<file path="src/rtl/bus_pkg.sv">
// Shared types for the datapath source bus: FSM states and the queued move request.
package bus_pkg;
    localparam int DW   = 18;
    localparam int SELW = 3;

    typedef enum logic [1:0] {IDLE, FETCH, DRIVE} state_t;

    typedef struct packed {
        logic [SELW-1:0] sel;
        logic [SELW-1:0] dst;
    } bus_req_t;
endpackage

</file>
<file path="src/rtl/bus_req_fifo.sv">
// Synchronous request FIFO; pointers carry an extra wrap bit to tell full from empty.
module bus_req_fifo
    import bus_pkg::*;
#(
    parameter type T      = bus_req_t,
    parameter int  QDEPTH = 4
) (
    input  logic clk,
    input  logic rst,
    input  logic push,
    input  logic pop,
    input  T     wdata,
    output T     rdata,
    output logic full,
    output logic empty
);
    localparam int AW = (QDEPTH > 1) ? $clog2(QDEPTH) : 1;

    T           mem [QDEPTH];
    logic [AW:0] wp, rp;

    always_ff @(posedge clk) begin
        if (!rst) begin
            wp <= '0;
            rp <= '0;
        end else begin
            if (push && !full) wp <= wp + (AW+1)'(1);
            if (pop && !empty) rp <= rp + (AW+1)'(1);
        end
    end

    always_ff @(posedge clk) begin
        if (push && !full) mem[wp[AW-1:0]] <= wdata;
    end

    assign empty = (wp == rp);
    assign full  = (wp[AW] != rp[AW]) && (wp[AW-1:0] == rp[AW-1:0]);
    assign rdata = mem[rp[AW-1:0]];
endmodule

</file>
<file path="src/rtl/bus_src_driver.sv">
// Source side of the shared bus: queues moves, snapshots the source at FETCH and drives
// registered bus data plus one-hot load strobes while in DRIVE.
module bus_src_driver
    import bus_pkg::state_t, bus_pkg::IDLE, bus_pkg::FETCH, bus_pkg::DRIVE;
#(
    parameter int DW     = bus_pkg::DW,
    parameter int NSRC   = 8,
    parameter int SELW   = bus_pkg::SELW,
    parameter int NDST   = 6,
    parameter int QDEPTH = 4
) (
    input  logic               clk,
    input  logic               rst,
    input  logic [NSRC*DW-1:0] src_flat,
    input  logic               req_valid,
    output logic               req_ready,
    input  logic [SELW-1:0]    req_sel,
    input  logic [SELW-1:0]    req_dst,
    input  logic               stall,
    output logic [DW-1:0]      bus_out,
    output logic               en,
    output logic [NDST-1:0]    ld_en,
    output logic               busy,
    output logic               err,
    output logic [7:0]         xfer_cnt
);
    typedef struct packed {
        logic [SELW-1:0] sel;
        logic [SELW-1:0] dst;
    } req_t;

    state_t          state, state_n;
    req_t            head, wreq;
    logic            full, empty, push, pop, req_ok;
    logic [DW-1:0]   src_sel;
    logic [NDST-1:0] dst_oh;

    assign req_ready = rst && !full;
    assign req_ok    = (int'(req_sel) < NSRC) && (int'(req_dst) < NDST);
    assign push      = req_valid && req_ready && req_ok;
    assign pop       = (state == FETCH);
    assign wreq      = '{sel: req_sel, dst: req_dst};
    assign busy      = !empty || (state != IDLE);

    bus_req_fifo #(.T(req_t), .QDEPTH(QDEPTH)) u_fifo (
        .clk   (clk),
        .rst   (rst),
        .push  (push),
        .pop   (pop),
        .wdata (wreq),
        .rdata (head),
        .full  (full),
        .empty (empty)
    );

    always_comb begin
        src_sel = '0;
        for (int i = 0; i < NSRC; i++)
            if (int'(head.sel) == i) src_sel = src_flat[i*DW +: DW];
    end

    always_comb begin
        dst_oh = '0;
        for (int i = 0; i < NDST; i++)
            if (int'(head.dst) == i) dst_oh[i] = 1'b1;
    end

    always_ff @(posedge clk) begin
        if (!rst) state <= IDLE;
        else      state <= state_n;
    end

    // en is high during DRIVE only once the transfer is unstalled; that cycle completes it
    always_comb begin
        state_n = state;
        case (state)
            IDLE:    if (!empty) state_n = FETCH;
            FETCH:   state_n = DRIVE;
            DRIVE:   if (en) state_n = empty ? IDLE : FETCH;
            default: state_n = IDLE;
        endcase
    end

    always_ff @(posedge clk) begin
        if (!rst) begin
            bus_out  <= '0;
            en       <= 1'b0;
            ld_en    <= '0;
            err      <= 1'b0;
            xfer_cnt <= '0;
        end else begin
            if (req_valid && req_ready && !req_ok) err <= 1'b1;
            case (state)
                FETCH: begin
                    bus_out <= src_sel;
                    ld_en   <= dst_oh;
                    en      <= !stall;
                end
                DRIVE: begin
                    if (en) begin
                        en       <= 1'b0;
                        ld_en    <= '0;
                        xfer_cnt <= xfer_cnt + 8'd1;
                    end else begin
                        en <= !stall;
                    end
                end
                default: begin
                    en    <= 1'b0;
                    ld_en <= '0;
                end
            endcase
        end
    end
endmodule

</file>
<file path="config.mk">
export PLATFORM = sky130hd
export DESIGN_NAME = bus_src_driver
export DESIGN_NICKNAME = d
export VERILOG_FILES = /design/src/rtl/bus_pkg.sv /design/src/rtl/bus_req_fifo.sv /design/src/rtl/bus_src_driver.sv
export SDC_FILE = /design/constraint.sdc
export NUM_CORES = 1
export LEC_CHECK = 0
export CAP_MARGIN = 20
export CORE_ASPECT_RATIO = 1.1
export CORE_MARGIN = 10
export CORE_UTILIZATION = 60
export CTS_BUF_LIST = sky130_fd_sc_hd__clkbuf_8
export DETAILED_ROUTE_END_ITERATION = 10
export DONT_BUFFER_PORTS = 1
export PLACE_DENSITY = 0.79
export SLEW_MARGIN = 25
export SYNTH_ARGS = -nofsm -noshare
export SYNTH_HDL_FRONTEND = slang
export SYNTH_SLANG_ARGS = --single-unit
</file>
<file path="constraint.sdc">
create_clock -name clk -period 2 [get_ports clk]
set_clock_uncertainty 0.1 [all_clocks]
set_input_delay 0.2 -clock clk [delete_from_list [all_inputs] [get_ports clk]]
set_output_delay 0.2 -clock clk [all_outputs]
set_load 0.01 [all_outputs]
</file>
---- After elaboration in Yosys (flattened, before gate mapping) ----
Memory sizes are Yosys's and may differ from the RTL's. A register that Yosys moved wholly into a read port is not among the register bits.
Cells that the tools add are included.
W data, S select, Z words.
word-level totals
  logic and storage cells ................. 76
  memories kept ........................... 1
  output and inout bits ................... 36
  RAM bits ................................ 24
  bits in registers ....................... 42
  input bits .............................. 154
cells by class
  $lt $le $gt $ge ......................... 1
  eq/ne operators ......................... 19
  reduce and logical (&&, ||, !) cells .... 18
  $add $sub $neg .......................... 3
  multiplexer cells ....................... 26
memories
  name        depth  width  read ports  clocked after Yosys merged registers in  wr ports  RTL line            RTL
  u_fifo.mem  4      6      1           1                                        1         bus_req_fifo.sv:19  T mem [QDEPTH];
operator list
  cell                   count
  $mux W18               8
  $eq A3 B3 Y1 const B   8
  $pmux W6 S2            1
  $mux W1                10
  $eq A3 B2 Y1 const B   3
  $add A8 B1 Y8 const B  1
  $mux W2                4
  $logic_and A1 B1 Y1    7
  $add A3 B1 Y3 const B  2
  $logic_not A3 Y1       2
  $mux W6                1
  $pmux W2 S3            1
  $logic_not A1 Y1       4
  $ne A2 B2 Y1 const B   2
  $reduce_and A2 Y1      2
  $eq A3 B1 Y1 const B   1
  $eq A3 B3 Y1           1
  $lt A3 B3 Y1 const B   1
  $eq A2 B1 Y1 const B   1
  $eq A2 B2 Y1           1
  $eq A2 B2 Y1 const B   1
  $logic_not A2 Y1       1
  $pmux W1 S2            1
  $reduce_bool A2 Y1     1
  2 further kinds        2

---- Logic depth before layout (Yosys ltp) ----
  depth after elaboration ................. 9
  gate-level depth with buffers ........... 9
  mapped depth without buffers ............ 7

---- Hierarchy ----
Synthesis repeated with hierarchy kept, for this count alone.
unflattened totals
  cells, all modules ...................... 396
  area total of the unflattened synthesis .. 4222.8 um^2
by module, submodules not included
  module          seq. area each (um^2)  times used  cells an instance  area each (um^2)
  bus_src_driver  720.7                  1           297                2787.7
  bus_req_fifo    880.8                  1           99                 1435.1

---- Least setup slack after synthesis ----
OpenSTA, ideal clock, no wires.
  kind .................................... reg2reg
  start point ............................. register (tool-made name)
  end point ............................... register bus_out[12]
  period minus slack after synthesis ...... 2022 ps
  arrival ................................. 1790 ps
  required time ........................... 1768 ps
  setup slack ............................. -22 ps
  stages on the path, launching flop included .. 9
  setup time .............................. 132 ps
  path buffers ............................ 3
  path through ............................ dfxtp_1 > buf_6 > mux4_2 > nor2b_1 > buf_2 > buf_4 > o2bb2ai_1 > o211ai_1 > a21oi_1
RTL lines
  element                 RTL line              RTL
  end signal: assignment  bus_src_driver.sv:95  bus_out <= src_sel;
  end: declaration        bus_src_driver.sv:20  output logic [DW-1:0] bus_out,

==> impl_metrics.ini <==
[outcome]
outcome = finished, violations left
failed_checks = negative setup slack

[clock_network]
cts_root_buf = clkbuf_8
clkSinkCount = 68
numCtsBuffers = 9
maximum_number_of_buffers_from_clock_root_to_sink = 2
worst_skew_pair.late_latency_ps = 350
cts.reportedPaths.clkPinSlew_ps = 80
cts_max_level = 3
tritoncts = yes

[yosys]
yosys.cell_types.count = 48
synth_flop_type = dfxtp_1
synth_cells = 462
synth-edff-count = 24
post_synthesis_sequential_element_count = 68
synth.yosys.warnings = 0
synth_area_per_cell_sq_um = 9.61
synth_seq_area_share = 0.361
synthesis.nets = 626
synthArstFlopShare = 0
syn-cell-area_sq_um = 4440

[timing]
setup_total_negative_slack_ps = -2910
rsz0062_at_grt = true
postLayoutSetupSlackWorst_ps = -230
slew_headroom = 0.664
final.hold.worst_slack_ps = 11.6
report.final.hold_viol_count = 0
period_minus_slack_ps = 2230
worstMarginPinSlew_ps = 498
min_period_over_period = 1.12
fmaxAchievable_ghz = 0.448
report.final.setup_viol = 18
final_max_slew_viol_count = 0

[hold_path]
hold-path-cell-count = 4
hold_start = req_dst[2]
hold_path_class = in -> reg

[placed_design]
numPortBuffers = 0
routabilityCongestion = 0.862
place_ws_ps = -325
hpwl_microns = 10500
post_place_cell_area_sq_um = 4570

[finish]
ratio_of_cells_with_drive_above_1_in_the_final_layout = 0.226
design.final.nets = 658
final_cell_mix = dfxtp_1 (43), mux2i_1 (39), nor2_1 (37)
post_route_cell_area_sq_um = 5460
mostFrequentLayoutCell = dfxtp_1
area_delta_synth_final_pct = 23.1

[global_route]
number_of_global_route_vias_before_repair = 3816
pin_count_of_the_biggest_net_entering_global_routing = 41
grt_pass1_wl_microns = 20400
total_global_routing_overflow = 0
globalRouteTotalUtil = 0.233
grt_antenna_before_repair = 1

[worst_setup_path]
worst_setup_path_start_kind = register
slowest_delay_ps = 550
worstPathCellList = buf_6 -> mux4_2 -> buf_4 -> buf_4 -> nor2b_4 -> o2bb2ai_1 -> a21oi_1 -> a21oi_1
reg2reg_setup_slack_ps = -230
register_to_register_path_depth = 8
endpoint_kind = register
cp_data_required_time_ps = 2120
critPathKind = reg -> reg
critical_path.max_fanout = 12
cp_data_arrival_time_ps = 2350
worst_path_max_delay_cell = mux4_2

[floorplan]
core_region_area_sq_um = 7130
floorplan.die.height_microns = 110
placement_rows = 32
chipWidth_microns = 102
num_io_pins = 190
floorplan.die_area_sq_um = 11200
floorplan.initialDensity = 0.623

[power_and_ir_drop]
power-per-cell-area_nw_per_um2 = 687
p_total_w = 0.00376
power.leakage_nw = 2.06
peakVddDrop_v = 0.000678

[drt]
post_detailed_route_drc_marker_count = 0
antenna_violating_nets_post_route = 0
drt_wirelength_microns = 14800
drt_iter0_markers = 204
wl_per_cell_microns = 25.3
via_per_inst = 6.76
first_pass_iters = 5
detailroute.via_count = 3955

[run]
drv.max_cap_violation_count = 0
==> metal layers <==
metal / part of all wire / vias to the layer above / global-route usage / wire, microns
li1: - / 1798 / - / -
met3: 0.12 / 31 / 0.105 / 1770
met2: 0.52 / 230 / 0.407 / 7730
met1: 0.33 / 1896 / 0.241 / 4920
met4: 0.027 / 0 / 0.0917 / 406
met5: 0 / - / 0 / 0
==> sequential cells by signal, summed over array words and instances (netlist names), named ones only <==
signal	cells
en	1
u_fifo.wp	3
state	2
xfer_cnt	8
ld_en	6
u_fifo.mem	24
bus_out	18
u_fifo.rp	3
err	1
==> layout make-up <==
| class | instances | area, sq um |
|---|---|---|
| diodes | 1 | 2.50 |
| clock buffers | 9 | 124 |
| clock inverters | 7 | 105 |
| fillers | 479 | 1660 |
| inverters | 26 | 97.6 |
| multi-input cells | 328 | 2660 |
| flip-flops and latches | 68 | 1610 |
| well taps | 85 | 106 |
| repair buffers | 61 | 766 |
==> synthesized netlist by cell type, types with 3 or more instances <==
cell type	instances	area share
a21oi_1	37	0.042
a221oi_1	4	0.0079
a22o_1	4	0.0079
a31oi_1	5	0.0070
and2_1	5	0.0070
buf_2	9	0.010
buf_4	5	0.0085
buf_6	6	0.015
clkbuf_1	18	0.015
dfxtp_1	44	0.20
edfxtp_1	24	0.16
ha_1	10	0.028
inv_1	26	0.022
mux2i_1	40	0.090
mux4_2	9	0.046
nand2_1	18	0.015
nand3b_1	4	0.0068
nand4_1	3	0.0042
nor2_1	39	0.033
nor2b_1	15	0.021
nor3_1	4	0.0045
o211ai_1	16	0.027
o21a_1	12	0.020
o21ai_0	16	0.018
o21ai_1	4	0.0045
o221a_1	12	0.030
o22ai_1	4	0.0056
o2bb2ai_1	24	0.047
o31ai_2	11	0.031
xnor2_1	4	0.0079
xor2_1	8	0.016
==> what timing repair did <==
| action | 4_1_cts | 5_1_grt |
|---|---|---|
| pin swaps | 9 | 13 |
| buffers inserted | 7 | 8 |
| hold buffers | 10 | 0 |
| gates cloned | 2 | 5 |
| endpoints found under the hold margin | 32 | 0 |
| setup endpoints to repair | 19 | 38 |
| resized for setup | 28 | 36 |
==> power breakdown <==
| part | switching (W) | internal (W) |
|---|---|---|
| registers | 0.0000723 | 0.00149 |
| logic | 0.000449 | 0.000426 |
| clock network | 0.000598 | 0.000722 |
| total | 0.00112 | 0.00264 |
==> metrics by stage <==
| step | instances | util |
|---|---|---|
| after floorplan | 462 | - |
| after global placement | 536 | 0.641 |
| after detailed placement | 536 | 0.641 |
| after CTS | 571 | 0.720 |
| after global routing | 584 | 0.766 |
| final | 585 | 0.767 |
==> cell families after synthesis <==
logic type	count (synthesis)	share of synthesized area
AOI/OAI and AO/OA	157	0.265
xor gates and xnor gates	12	0.0237
adders and majority gates	10	0.0282
buffers and inverters	66	0.0727
DFF	68	0.361
muxes	51	0.141
and+or+nand+nor	98	0.109
==> final timing paths <==
path,end
worst max-delay path,bus_out[8]
worst max register to register,bus_out[8]
worst min-delay path,err
worst min register to register,ld_en[1]
==> worst max-delay path, delay by kind of cell (launching register included) <==
family	cells	cell delay [ps]
compound gates	3	480
buf+inv	3	440
flops	1	370
mux	1	550
simple gates	1	180
No activity file was read; power rests on OpenSTA's default activity.
